File: src/rtl/or1200_fetch_shell.sv
// ---------------------------------------------------------------------------
// or1200_fetch_shell
//
// Reduced OR1200 top-level shell. It keeps the or1200_top port naming so
// system benches connect unchanged, but executes nothing. It fetches words
// sequentially over the Wishbone instruction bus, starting at RESET_VECTOR.
// The last fetched word (IR) and a small SPR set (NPC, PICMR, PICSR, PMR)
// are visible through the debug port. The data bus is an idle master.
//
// Ports:
//   clk_i, rst_i            single clock, asynchronous active-high reset
//   pic_ints_i              level interrupt inputs, masked by PICMR
//   clmode_i                bus clock ratio: 00 = 1:1, 01 = 1:2, 1x = 1:4
//   iwb_*                   instruction Wishbone master (read-only fetches)
//   dwb_*                   data Wishbone master, outputs held at 0
//   dbg_*                   debug SPR access port, stall and breakpoint
//   pm_*                    power-management outputs decoded from PMR
//
// Optional feature (macro OR1200_WB_CAB_EN):
//   Adds iwb_cab_o, which is high during a request whose address follows the
//   previously acked address by 4. Also adds dwb_cab_o, which is tied to 0.
// ---------------------------------------------------------------------------
module or1200_fetch_shell #(
    parameter logic [31:0] RESET_VECTOR  = 32'h0000_0100,
    parameter logic [31:0] BUSERR_VECTOR = 32'h0000_0200,
    parameter int          PIC_INTS      = 20
) (
    input  logic                clk_i,
    input  logic                rst_i,
    input  logic [PIC_INTS-1:0] pic_ints_i,
    input  logic [1:0]          clmode_i,

    input  logic [31:0]         iwb_dat_i,
    input  logic                iwb_ack_i,
    input  logic                iwb_err_i,
    input  logic                iwb_rty_i,
    output logic                iwb_cyc_o,
    output logic                iwb_stb_o,
    output logic                iwb_we_o,
    output logic [31:0]         iwb_adr_o,
    output logic [31:0]         iwb_dat_o,
    output logic [3:0]          iwb_sel_o,
`ifdef OR1200_WB_CAB_EN
    output logic                iwb_cab_o,
    output logic                dwb_cab_o,
`endif

    input  logic [31:0]         dwb_dat_i,
    input  logic                dwb_ack_i,
    input  logic                dwb_err_i,
    input  logic                dwb_rty_i,
    output logic                dwb_cyc_o,
    output logic                dwb_stb_o,
    output logic                dwb_we_o,
    output logic [31:0]         dwb_adr_o,
    output logic [31:0]         dwb_dat_o,
    output logic [3:0]          dwb_sel_o,

    input  logic                dbg_stall_i,
    input  logic                dbg_ewt_i,
    input  logic                dbg_stb_i,
    input  logic                dbg_we_i,
    input  logic [31:0]         dbg_adr_i,
    input  logic [31:0]         dbg_dat_i,
    output logic [3:0]          dbg_lss_o,
    output logic [1:0]          dbg_is_o,
    output logic [10:0]         dbg_wp_o,
    output logic                dbg_bp_o,
    output logic [31:0]         dbg_dat_o,
    output logic                dbg_ack_o,

    input  logic                pm_cpustall_i,
    output logic [3:0]          pm_clksd_o,
    output logic                pm_dc_gate_o,
    output logic                pm_ic_gate_o,
    output logic                pm_dmmu_gate_o,
    output logic                pm_immu_gate_o,
    output logic                pm_tt_gate_o,
    output logic                pm_cpu_gate_o,
    output logic                pm_wakeup_o,
    output logic                pm_lvolt_o
);

    typedef enum logic {
        IDLE = 1'b0,
        REQ  = 1'b1
    } fetch_state_t;

    fetch_state_t          state_q, state_d;
    logic [1:0]            div_cnt_q;
    logic                  tick;
    logic [31:0]           pc_q;
    logic [31:0]           adr_q;
    logic [31:0]           ir_q;
    logic [PIC_INTS-1:0]   picmr_q;
    logic [PIC_INTS-1:0]   picsr;
    logic [6:0]            pmr_q;
    logic                  dbg_ack_q;
    logic [31:0]           dbg_dat_q;
    logic [31:0]           rd_data;
    logic                  dbg_take;
    logic                  wr_npc, wr_picmr, wr_pmr;
    logic                  start_req, rsp_ack, rsp_err;
    logic                  unused_inputs;

    // Inputs the shell has no use for are gathered here.
    assign unused_inputs = ^{dwb_dat_i, dwb_ack_i, dwb_err_i, dwb_rty_i,
                             dbg_ewt_i, dbg_adr_i[31:2]};

    // The tick selects the low divider bits that must be zero for the
    // chosen bus ratio. The counter free-runs, so a ratio change takes
    // effect immediately.
    always_comb begin
        case (clmode_i)
            2'b00:   tick = 1'b1;
            2'b01:   tick = ~div_cnt_q[0];
            default: tick = (div_cnt_q == 2'b00);
        endcase
    end

    // Fetch FSM next-state logic. Stalls only block new requests. A
    // request that is already on the bus runs until a response arrives.
    // Priority is err > ack > rty.
    always_comb begin
        state_d   = state_q;
        start_req = 1'b0;
        rsp_ack   = 1'b0;
        rsp_err   = 1'b0;
        case (state_q)
            IDLE: begin
                if (tick && !dbg_stall_i && !pm_cpustall_i) begin
                    state_d   = REQ;
                    start_req = 1'b1;
                end
            end
            REQ: begin
                if (iwb_err_i) begin
                    rsp_err = 1'b1;
                    state_d = IDLE;
                end else if (iwb_ack_i) begin
                    rsp_ack = 1'b1;
                    state_d = IDLE;
                end else if (iwb_rty_i) begin
                    state_d = IDLE;
                end
            end
            default: state_d = IDLE;
        endcase
    end

    // Debug access decode. A strobe is taken only while no ack is pending,
    // so each access yields exactly one single-cycle ack.
    assign dbg_take = dbg_stb_i & ~dbg_ack_q;
    assign wr_npc   = dbg_take & dbg_we_i & (dbg_adr_i[1:0] == 2'd0);
    assign wr_picmr = dbg_take & dbg_we_i & (dbg_adr_i[1:0] == 2'd1);
    assign wr_pmr   = dbg_take & dbg_we_i & (dbg_adr_i[1:0] == 2'd3);

    assign picsr = pic_ints_i & picmr_q;

    always_comb begin
        rd_data = 32'h0;
        case (dbg_adr_i[1:0])
            2'd0:    rd_data = pc_q;
            2'd1:    rd_data[PIC_INTS-1:0] = picmr_q;
            2'd2:    rd_data[PIC_INTS-1:0] = picsr;
            default: rd_data[6:0] = pmr_q;
        endcase
    end

    // State, PC, and bus address registers. The address is latched on
    // entry to REQ, so a debug NPC write cannot disturb a request that is
    // in flight. A debug NPC write always wins over the fetch update.
    always_ff @(posedge clk_i or posedge rst_i) begin
        if (rst_i) begin
            state_q   <= IDLE;
            div_cnt_q <= 2'b00;
            pc_q      <= RESET_VECTOR;
            adr_q     <= 32'h0;
            ir_q      <= 32'h0;
        end else begin
            state_q   <= state_d;
            div_cnt_q <= div_cnt_q + 2'd1;
            if (start_req)
                adr_q <= pc_q;
            if (rsp_ack)
                ir_q <= iwb_dat_i;
            if (wr_npc)
                pc_q <= dbg_dat_i;
            else if (rsp_err)
                pc_q <= BUSERR_VECTOR;
            else if (rsp_ack)
                pc_q <= pc_q + 32'd4;
        end
    end

    // SPRs and the debug response. Read data is captured at the acking
    // edge from the register values before that edge. A pending wakeup
    // clears the sleep-mode enables (DME/SME), and it takes priority over a
    // coincident PMR write for those two bits.
    always_ff @(posedge clk_i or posedge rst_i) begin
        if (rst_i) begin
            picmr_q   <= '0;
            pmr_q     <= 7'h0;
            dbg_ack_q <= 1'b0;
            dbg_dat_q <= 32'h0;
        end else begin
            dbg_ack_q <= dbg_take;
            dbg_dat_q <= dbg_take ? rd_data : 32'h0;
            if (wr_picmr)
                picmr_q <= dbg_dat_i[PIC_INTS-1:0];
            if (wr_pmr)
                pmr_q <= dbg_dat_i[6:0];
            if (pm_wakeup_o)
                pmr_q[5:4] <= 2'b00;
        end
    end

`ifdef OR1200_WB_CAB_EN
    logic [31:0] last_ack_adr_q;
    logic        last_ack_vld_q;

    // The burst hint is based on the last acked address, not the PC,
    // because a bus error or a debug write breaks the sequence.
    always_ff @(posedge clk_i or posedge rst_i) begin
        if (rst_i) begin
            last_ack_adr_q <= 32'h0;
            last_ack_vld_q <= 1'b0;
        end else if (rsp_ack) begin
            last_ack_adr_q <= adr_q;
            last_ack_vld_q <= 1'b1;
        end
    end

    assign iwb_cab_o = (state_q == REQ) && last_ack_vld_q &&
                       (adr_q == last_ack_adr_q + 32'd4);
    assign dwb_cab_o = 1'b0;
`endif

    assign iwb_cyc_o = (state_q == REQ);
    assign iwb_stb_o = (state_q == REQ);
    assign iwb_we_o  = 1'b0;
    assign iwb_adr_o = adr_q;
    assign iwb_dat_o = 32'h0;
    assign iwb_sel_o = (state_q == REQ) ? 4'hF : 4'h0;

    assign dwb_cyc_o = 1'b0;
    assign dwb_stb_o = 1'b0;
    assign dwb_we_o  = 1'b0;
    assign dwb_adr_o = 32'h0;
    assign dwb_dat_o = 32'h0;
    assign dwb_sel_o = 4'h0;

    assign dbg_lss_o = 4'h0;
    assign dbg_is_o  = ir_q[31:30];
    assign dbg_wp_o  = 11'h0;
    assign dbg_bp_o  = dbg_stall_i & (state_q == IDLE);
    assign dbg_dat_o = dbg_dat_q;
    assign dbg_ack_o = dbg_ack_q;

    assign pm_wakeup_o    = |picsr;
    assign pm_clksd_o     = pmr_q[3:0];
    assign pm_lvolt_o     = pmr_q[4] | pmr_q[5];
    assign pm_cpu_gate_o  = pmr_q[5] & ~pm_wakeup_o;
    assign pm_dc_gate_o   = (pmr_q[6] & (dbg_stall_i | pm_cpustall_i)) | pm_cpu_gate_o;
    assign pm_ic_gate_o   = pm_dc_gate_o;
    assign pm_dmmu_gate_o = pm_dc_gate_o;
    assign pm_immu_gate_o = pm_dc_gate_o;
    assign pm_tt_gate_o   = pm_dc_gate_o;

endmodule

File: config.mk
export PLATFORM = sky130hd
export DESIGN_NAME = or1200_fetch_shell
export DESIGN_NICKNAME = d
export VERILOG_FILES = /design/src/rtl/or1200_fetch_shell.sv
export SDC_FILE = /design/constraint.sdc
export NUM_CORES = 1
export LEC_CHECK = 0
export ABC_AREA = 0
export BUFFER_PORTS_ARGS = -buffer_cell sky130_fd_sc_hd__clkbuf_2
export CAP_MARGIN = 20
export CORE_AREA = 2 2 143 145
export CTS_BUF_LIST = sky130_fd_sc_hd__clkbuf_16
export CTS_CLUSTER_DIAMETER = 50
export DETAILED_ROUTE_END_ITERATION = 7
export DIE_AREA = 0 0 145 147
export PLACE_DENSITY = 0.76
export SYNTH_ARGS = -nofsm -noshare
export SYNTH_HDL_FRONTEND = slang
export SYNTH_SLANG_ARGS = --single-unit
File: constraint.sdc
create_clock -name clk_i -period 4.95 [get_ports clk_i]
set_input_delay 0.99 -clock clk_i [delete_from_list [all_inputs] [get_ports clk_i]]
set_output_delay 0.99 -clock clk_i [all_outputs]
set_load 0.05 [all_outputs]
After elaboration in Yosys (flattened, before gate mapping):

Index checks and enable logic that the tools add are counted.

* memories kept: 0
* word-level logic and storage cells: 64
* memory bits (read-only): 0
* bits in latches: 0
* RAM bits: 0
* input port bits: 163
* register bits after elaboration: 159
* output and inout bits: 205

* bitwise logic cells: 16
* divide/modulo/power cells: 0
* eq/ne operators: 4
* $mul: 0
* $add $sub $neg: 2
* $lt $le $gt $ge: 0
* mux-type cells: 22
* shift operators: 0
* reductions and logical operators: 10

Operators with widths (count)
* $mux W32: 4
* $pmux W13 S3: 1
* $add A32 B3 Y32 const B: 1
* $pmux W7 S3: 1
* $and A20 B20 Y20: 1
* $reduce_or A20 Y1: 1
* $mux W12: 1
* $mux W1: 10
* $and A1 B1 Y1: 8
* $logic_not A2 Y1: 3
* $mux W6: 1
* $eq A2 B1 Y1 const B: 2
* $eq A2 B2 Y1 const B: 2
* $mux W4: 1
* $not A1 Y1: 4
* $pmux W1 S2: 2
* $or A1 B1 Y1: 3
* $reduce_bool A3 Y1: 1
* $add A2 B1 Y2 const B: 1
* $logic_and A1 B1 Y1: 2
* $logic_not A1 Y1: 2
* $mux W2: 1
* $reduce_bool A2 Y1: 1

Logic depth before layout (Yosys ltp):

Gate-level depths: netlist of run 1.

* depth after elaboration: 6
* depth in mapped cells: 8
* gate-level depth less buffers: 6

Worst setup path after synthesis of run 1:

Ideal clock, no wire load.

* path type: input to output
* from: input pic_ints_i[0]
* to: output pm_dmmu_gate_o
* cell stages on the path: 6
* data arrival time: 2870 ps
* data required time: 3960 ps
* setup slack: 1090 ps
* path buffers: 1
* cells stage by stage: a22oi_1 > nand4_1 > nor4_1 > and2_1 > nand2b_1 > buf_4

* longest elaborated chain between the ends: 5

RTL lines
* start, declared: RTL line 30 `input logic [PIC_INTS-1:0] pic_ints_i,`
* $and A20 B20 Y20: RTL line 158 `assign picsr = pic_ints_i & picmr_q;`
* $reduce_or A20 Y1: RTL line 260 `assign pm_wakeup_o = |picsr;`
* $not A1 Y1: RTL line 263 `assign pm_cpu_gate_o = pmr_q[5] & ~pm_wakeup_o;`
* $and A1 B1 Y1: RTL line 263
* net pm_cpu_gate_o: RTL line 79 `output logic pm_cpu_gate_o,`
* $or A1 B1 Y1: RTL line 264 `assign pm_dc_gate_o = (pmr_q[6] & (dbg_stall_i | pm_cpustall_i)) | pm_cpu_gate_o;`
* end, declared: RTL line 76 `output logic pm_dmmu_gate_o,`

The timed path passes the listed nets, and every way through them passes these cells.

Final worst setup path of run 1:

* from: input pic_ints_i[16]
* to: output pm_immu_gate_o

* longest elaborated chain between the ends: 5

RTL lines
* $and A20 B20 Y20: RTL line 158
* $reduce_or A20 Y1: RTL line 260
* $not A1 Y1: RTL line 263
* $and A1 B1 Y1: RTL line 263
* $or A1 B1 Y1: RTL line 264
* end, declared: RTL line 77 `output logic pm_immu_gate_o,`

Every way passes these cells.

==> results.json, run 1 <==
{
  "crit_slowest_cell": "nor4_1",
  "hpwl_um": 13900,
  "hold_path.class": "reg -> reg",
  "drive_gt1_share_pct": 32.5,
  "coreArea_mm2": 0.0198,
  "cp_cell_sequence": "clkbuf_2, a22oi_1, nand2_1, nor4_1, and2_1, nand2b_1, clkbuf_2",
  "die_area_mm2": 0.0213,
  "synth_seq_cells": 129,
  "initialDrtViolationCount": 343,
  "routedWlPerCell_um": 17.5,
  "dr_total_vias": 5138,
  "cts.clk_slew.worst_paths_ns": 0.06,
  "rsz0062_at_grt": "no",
  "crit_path_end_kind": "primary output",
  "nets": 952,
  "fmax_mhz": 267,
  "grt-busiest-layer": "met2",
  "critPathArrivalTime_ns": 2.76,
  "critPathBufInv": 2,
  "fill_cells": 1934,
  "synth_cell_types": 53,
  "tns_ns": 0,
  "root_buffer": "clkbuf_16",
  "critPathRequiredTime_ns": 3.96,
  "drc_errors": 0,
  "avgViaCountPerCell": 4.80,
  "peakVddDrop_v": 0.000222,
  "synth_top_area_share_pct": 46.0,
  "htree_levels": 4,
  "grt_pass1_vias": 4888,
  "path_common_cell": "clkbuf_2",
  "leakage_nw": 4.13,
  "clock_latency_ns": 0.42,
  "cts_tree": "yes",
  "track_usage_pct": 17.1,
  "dieWidth_um": 145,
  "max_cap_violations": 0,
  "seq_area_frac_synth_pct": 46.4,
  "clock_path_buffers": 2,
  "synthToLayoutAreaGrowth_pct": 15.7,
  "cts_resized": 0,
  "fin_crit_sh_pct": 75.8,
  "fin_hold_ws_ns": 0.461,
  "drv_slew": 0,
  "synth-edff-count": 0,
  "outcome": "finished clean",
  "hold_violations": 0,
  "async_flop_share_pct": 100,
  "slew_headroom_pct": 29.2,
  "portBuffers": 152,
  "cp_max_fo": 5,
  "n_antenna_cell": 0,
  "gp_congestion": 0.898,
  "syn-cell-area_mm2": 0.00696,
  "p_per_area_mw_per_mm2": 467,
  "yosysWarningCount": 0,
  "synthFlopType": "dfrtp_1",
  "cpLargestDelayFamily": "simple AND/OR/NAND/NOR gates",
  "grtUsageMet3_pct": 5.93,
  "initial_core_util_pct": 35.1,
  "layout_min_cycle_time_ns": 3.75,
  "whs_path_depth": 1,
  "yosysTopAreaCell": "dfrtp_1",
  "critPathMaxStageDelay_ns": 0.55,
  "rr_worst_depth": 4,
  "synthCells": 654,
  "grt_pass1_wl_um": 28100,
  "critical_path_class": "in -> out",
  "grt_remaining_overflow": 0,
  "rows": 52,
  "die_h_um": 147,
  "cp_num_cells": 7,
  "worstSetupStartpointType": "primary input",
  "pin_count": 368,
  "firstDrtPassIters": 7,
  "synthTopCellsByArea": "dfrtp_1 (46%), buf_4 (15%), mux2_2 (5.0%), mux2_4 (5.0%), nand2_1 (2.9%)",
  "finalSetupViolCount": 0,
  "grtUsageMet2_pct": 28.6,
  "antenna_found_initial": 1,
  "numCtsBuffers": 17,
  "grt_max_degree": 70,
  "post_cts_buffers": 0,
  "tightest_slew_ns": 1.06,
  "multi_input_area_mm2": 0.00299,
  "regArea_mm2": 0.00323,
  "ant_nets": 0,
  "cts.sinks": 129,
  "grtUsageMet1_pct": 21.0,
  "drt-total-wl_um": 18700,
  "holdBufCountCts": 0,
  "avgSynthCellArea_um2": 10.6,
  "clock_skew_ns": 0.0124
}
path summary, 6_finish.rpt:
kind                                start              to  slack [ns]
setup / recovery           pic_ints_i[16]  pm_immu_gate_o        1.20
hold / removal               div_cnt_q[0]    div_cnt_q[0]        0.46
setup reg to reg                dbg_ack_o     picmr_q[14]        2.24
hold reg to reg              div_cnt_q[0]    div_cnt_q[0]        0.46
max in group asynchronous           rst_i   dbg_dat_o[13]        3.41
min in group asynchronous           rst_i        ir_q[31]        0.69
metrics by stage:
step | util, % | power [mW] | cell area (um2) | instances | setup WS (ns)
6_report | 40.6 | 3.76 | 8060 | 1070 | 1.20
2_1_floorplan | - | 2.24 | 7400 | 772 | 0.521
3_3_place_gp | 37.3 | 2.37 | 7400 | 1038 | 1.25
3_5_place_dp | 37.3 | 2.39 | 7400 | 1038 | 1.23
4_1_cts | 40.6 | 3.78 | 8060 | 1070 | 1.22
5_1_grt | 40.6 | 3.90 | 8060 | 1070 | 1.03
power by group:
part | internal, mW | switching (mW) | leakage (nW)
Clock | 0.901 | 0.490 | 0.315
Sequential | 1.22 | 0.158 | 1.69
Combinational | 0.258 | 0.740 | 2.13
worst register-to-register path: stages (launching register included):
cell      delay, ns
dfrtp_1        0.42
nand2b_1       0.58
inv_1          0.30
and3_1         0.87
mux2_2         0.43
cells in the mapped netlist (2+ instances only):
master / instances
nor3_2: 2
xnor2_1: 9
nand2_1: 54
a22oi_1: 22
nor2_1: 32
a21oi_1: 15
nor4_2: 2
mux2_4: 23
nand3_1: 21
buf_4: 135
mux2_2: 31
a22o_1: 2
nor2b_1: 3
a2bb2oi_1: 3
o21ai_0: 22
a21o_1: 20
dfrtp_1: 128
nand2b_1: 2
and4_1: 3
mux2i_1: 4
nor3_1: 5
nand4_2: 3
and2_1: 15
and3_1: 5
o21ai_1: 9
buf_6: 4
buf_2: 11
a222oi_1: 7
o31ai_1: 3
nand4_1: 7
clkbuf_1: 10
xor2_1: 10
ha_1: 2
inv_1: 9
a31oi_1: 2
or2_2: 2
state kept, by name (all words and copies together), names as in the netlist:
register,flops
dbg_dat_o,32
div_cnt_q,2
dbg_ack_o,1
pmr_q,7
pc_q,32
iwb_adr_o,32
iwb_cyc_o,1
picmr_q,20
ir_q,2
metal layers:
layer | part of all wire (%) | routed length (um) | vias up
met3 | 11 | 2040 | 24
met1 | 39 | 7280 | 2518
met4 | 1.6 | 300 | 2
met2 | 48 | 9040 | 315
li1 | - | - | 2279
met5 | 0.059 | 11 | -
cell type report:
class,instances,area share (%)
multi-input cells,473,37.1
well taps,270,4.19
clock inverters,15,2.87
inverters,9,0.450
clock buffers,17,5.28
repair buffers,157,10.1
flip-flops and latches,129,40.1
logic make-up (layout without fill, tap and decap cells):
family	count (synthesis)	count (layout)	share of synthesized area (%)
compound gates	113	113	11.1
xor+xnor	19	19	2.39
fa+ha+maj	2	2	0.359
buf+inv	170	198	17.1
flops	129	129	46.4
mux	58	58	10.6
other cells	1	119	0.0539
simple gates	162	162	12.1
layout by cell type (no fill, tap or decap), types with 17 or more instances in the layout:
cell type / netlist / routed
clkbuf_2: 1 / 152
dfrtp_1: 128 / 128
conb_1: 1 / 119
nand2_1: 54 / 54
nor2_1: 32 / 32
mux2_2: 31 / 31
mux2_4: 23 / 23
o21ai_0: 22 / 22
a22oi_1: 22 / 22
nand3_1: 21 / 21
a21o_1: 20 / 20
clkbuf_16: 0 / 17
(Power assumes the default switching activity.)
==> run 2: changes to the inputs <==
Settings changed: PLACE_DENSITY 0.76 to 0.79.
Clock period 4.95 ns to 3 ns, I/O delays scaled along.
==> results.json, run 2 (synthesized netlist as in run 1, its figures left out) <==
{
  "outcome": "finished clean",
  "drv_slew": 0,
  "place_area_mm2": 0.00749,
  "avgViaCountPerCell": 4.87,
  "tns_ns": 0,
  "fin_crit_sh_pct": 95.9,
  "clock_latency_ns": 0.42,
  "portBuffers": 152,
  "cp_max_fo": 5,
  "clock_path_buffers": 2,
  "crit_path_end_kind": "primary output",
  "layout_min_cycle_time_ns": 2.88,
  "htree_levels": 4,
  "dieWidth_um": 145,
  "track_usage_pct": 17.6,
  "fmax_mhz": 347,
  "nets": 964,
  "die_h_um": 147,
  "critPathMaxStageDelay_ns": 0.40,
  "layout_commonest_cell": "clkbuf_2",
  "ant_nets": 0,
  "hold_path.class": "in -> async",
  "cp_cell_sequence": "a22oi_1, nand2_1, nor4_2, and2_1, nand2b_2, clkbuf_2",
  "antenna_found_initial": 5,
  "max_cap_violations": 0,
  "grt_pass1_vias": 4892,
  "gp_congestion": 0.918,
  "routedWlPerCell_um": 17.5,
  "critPathArrivalTime_ns": 2.28,
  "leakage_nw": 4.15,
  "layout_setup_ws_ns": 0.122,
  "p_per_area_mw_per_mm2": 736,
  "peakVddDrop_v": 0.000347,
  "cts.clk_slew.worst_paths_ns": 0.06,
  "cts_tree": "yes",
  "holdBufCountCts": 0,
  "dr_total_vias": 5278,
  "crit_slowest_cell": "dfrtp_1",
  "grt_max_degree": 67,
  "coreArea_mm2": 0.0198,
  "cts.sinks": 129,
  "rsz0062_at_grt": "no",
  "critical_path_class": "reg -> out",
  "firstDrtPassIters": 7,
  "power_mw": 5.95,
  "place_ws_ns": 0.155,
  "finalSetupViolCount": 0,
  "pin_count": 368,
  "drc_errors": 0,
  "rows": 52,
  "initialDrtViolationCount": 480,
  "final_cell_mix": "clkbuf_2 (149), dfrtp_1 (128), conb_1 (119)",
  "grt_pass1_wl_um": 29000,
  "synthToLayoutAreaGrowth_pct": 16.2,
  "die_area_mm2": 0.0213,
  "hpwl_um": 14400,
  "clock_skew_ns": 0.00967,
  "critPathRequiredTime_ns": 2.40,
  "drt-total-wl_um": 18900,
  "root_buffer": "clkbuf_16",
  "numCtsBuffers": 17,
  "initial_core_util_pct": 35.1,
  "worstSetupStartpointType": "flop",
  "hold_violations": 0,
  "grt_remaining_overflow": 0,
  "drive_gt1_share_pct": 33.6,
  "stdcell_area_mm2": 0.00809
}
## run 2: per-layer routing
layer / vias to the layer above / track usage [%] / share of wire [%]
li1: 2310 / - / -
met1: 2582 / 21.6 / 38
met2: 336 / 28.7 / 48
met3: 44 / 7.08 / 12
met4: 6 / 5.00 / 1.8
met5: - / 0 / 0.23
## run 2: path summary, 6_finish.rpt
kind                         startpoint           end  slack, ns  cells after the start
setup / recovery            picmr_q[16]  pm_ic_gate_o       0.12                      6
min in group clk_i            iwb_rty_i     iwb_cyc_o       0.35                      2
setup reg to reg                pc_q[2]      pc_q[28]       0.86                      6
max in group asynchronous         rst_i  iwb_adr_o[2]       1.84                      4
hold / removal                    rst_i  iwb_adr_o[8]        0.1                      2
hold reg to reg            div_cnt_q[0]  div_cnt_q[0]       0.46                      1
## run 2: critical path, delay by kind of cell (launching register included)
kind	cells	cell delay [ns]
AND/OR/NAND/NOR	4	0.87
AO/OA/AOI/OAI	1	0.29
buffers and inverters	1	0.29
flip-flops	1	0.40
## run 2: timing repair
item	4_1_cts	5_1_grt
resized for setup	0	4
buffers inserted	0	0
endpoints found under the setup margin	0	5
## run 2: layout make-up
class / count / area [um2]
tap: 270 / 338
clock buffer: 17 / 425
inverter: 9 / 37.5
multi-input combinational: 473 / 2990
sequential: 129 / 3230
antenna: 1 / 2.50
clock inverter: 15 / 158
fill: 1885 / 11800
timing repair buffer: 169 / 901
## run 2: metrics by stage
stage / instances / utilization, % / hold slack [ns]
after floorplan: 772 / - / 0.412
after global placement: 1050 / 37.8 / 0.426
after detailed placement: 1050 / 37.8 / 0.462
after CTS: 1082 / 40.7 / 0.0981
after global routing: 1082 / 40.7 / 0.105
final: 1083 / 40.7 / 0.0989
## run 2: report_power, final
group / total, mW / switching [mW] / leakage, nW / internal [mW]
registers: 2.27 / 0.264 / 1.69 / 2.01
clock network: 2.02 / 0.790 / 0.278 / 1.23
logic: 1.66 / 1.23 / 2.18 / 0.433
total: 5.95 / 2.29 / 4.15 / 3.67
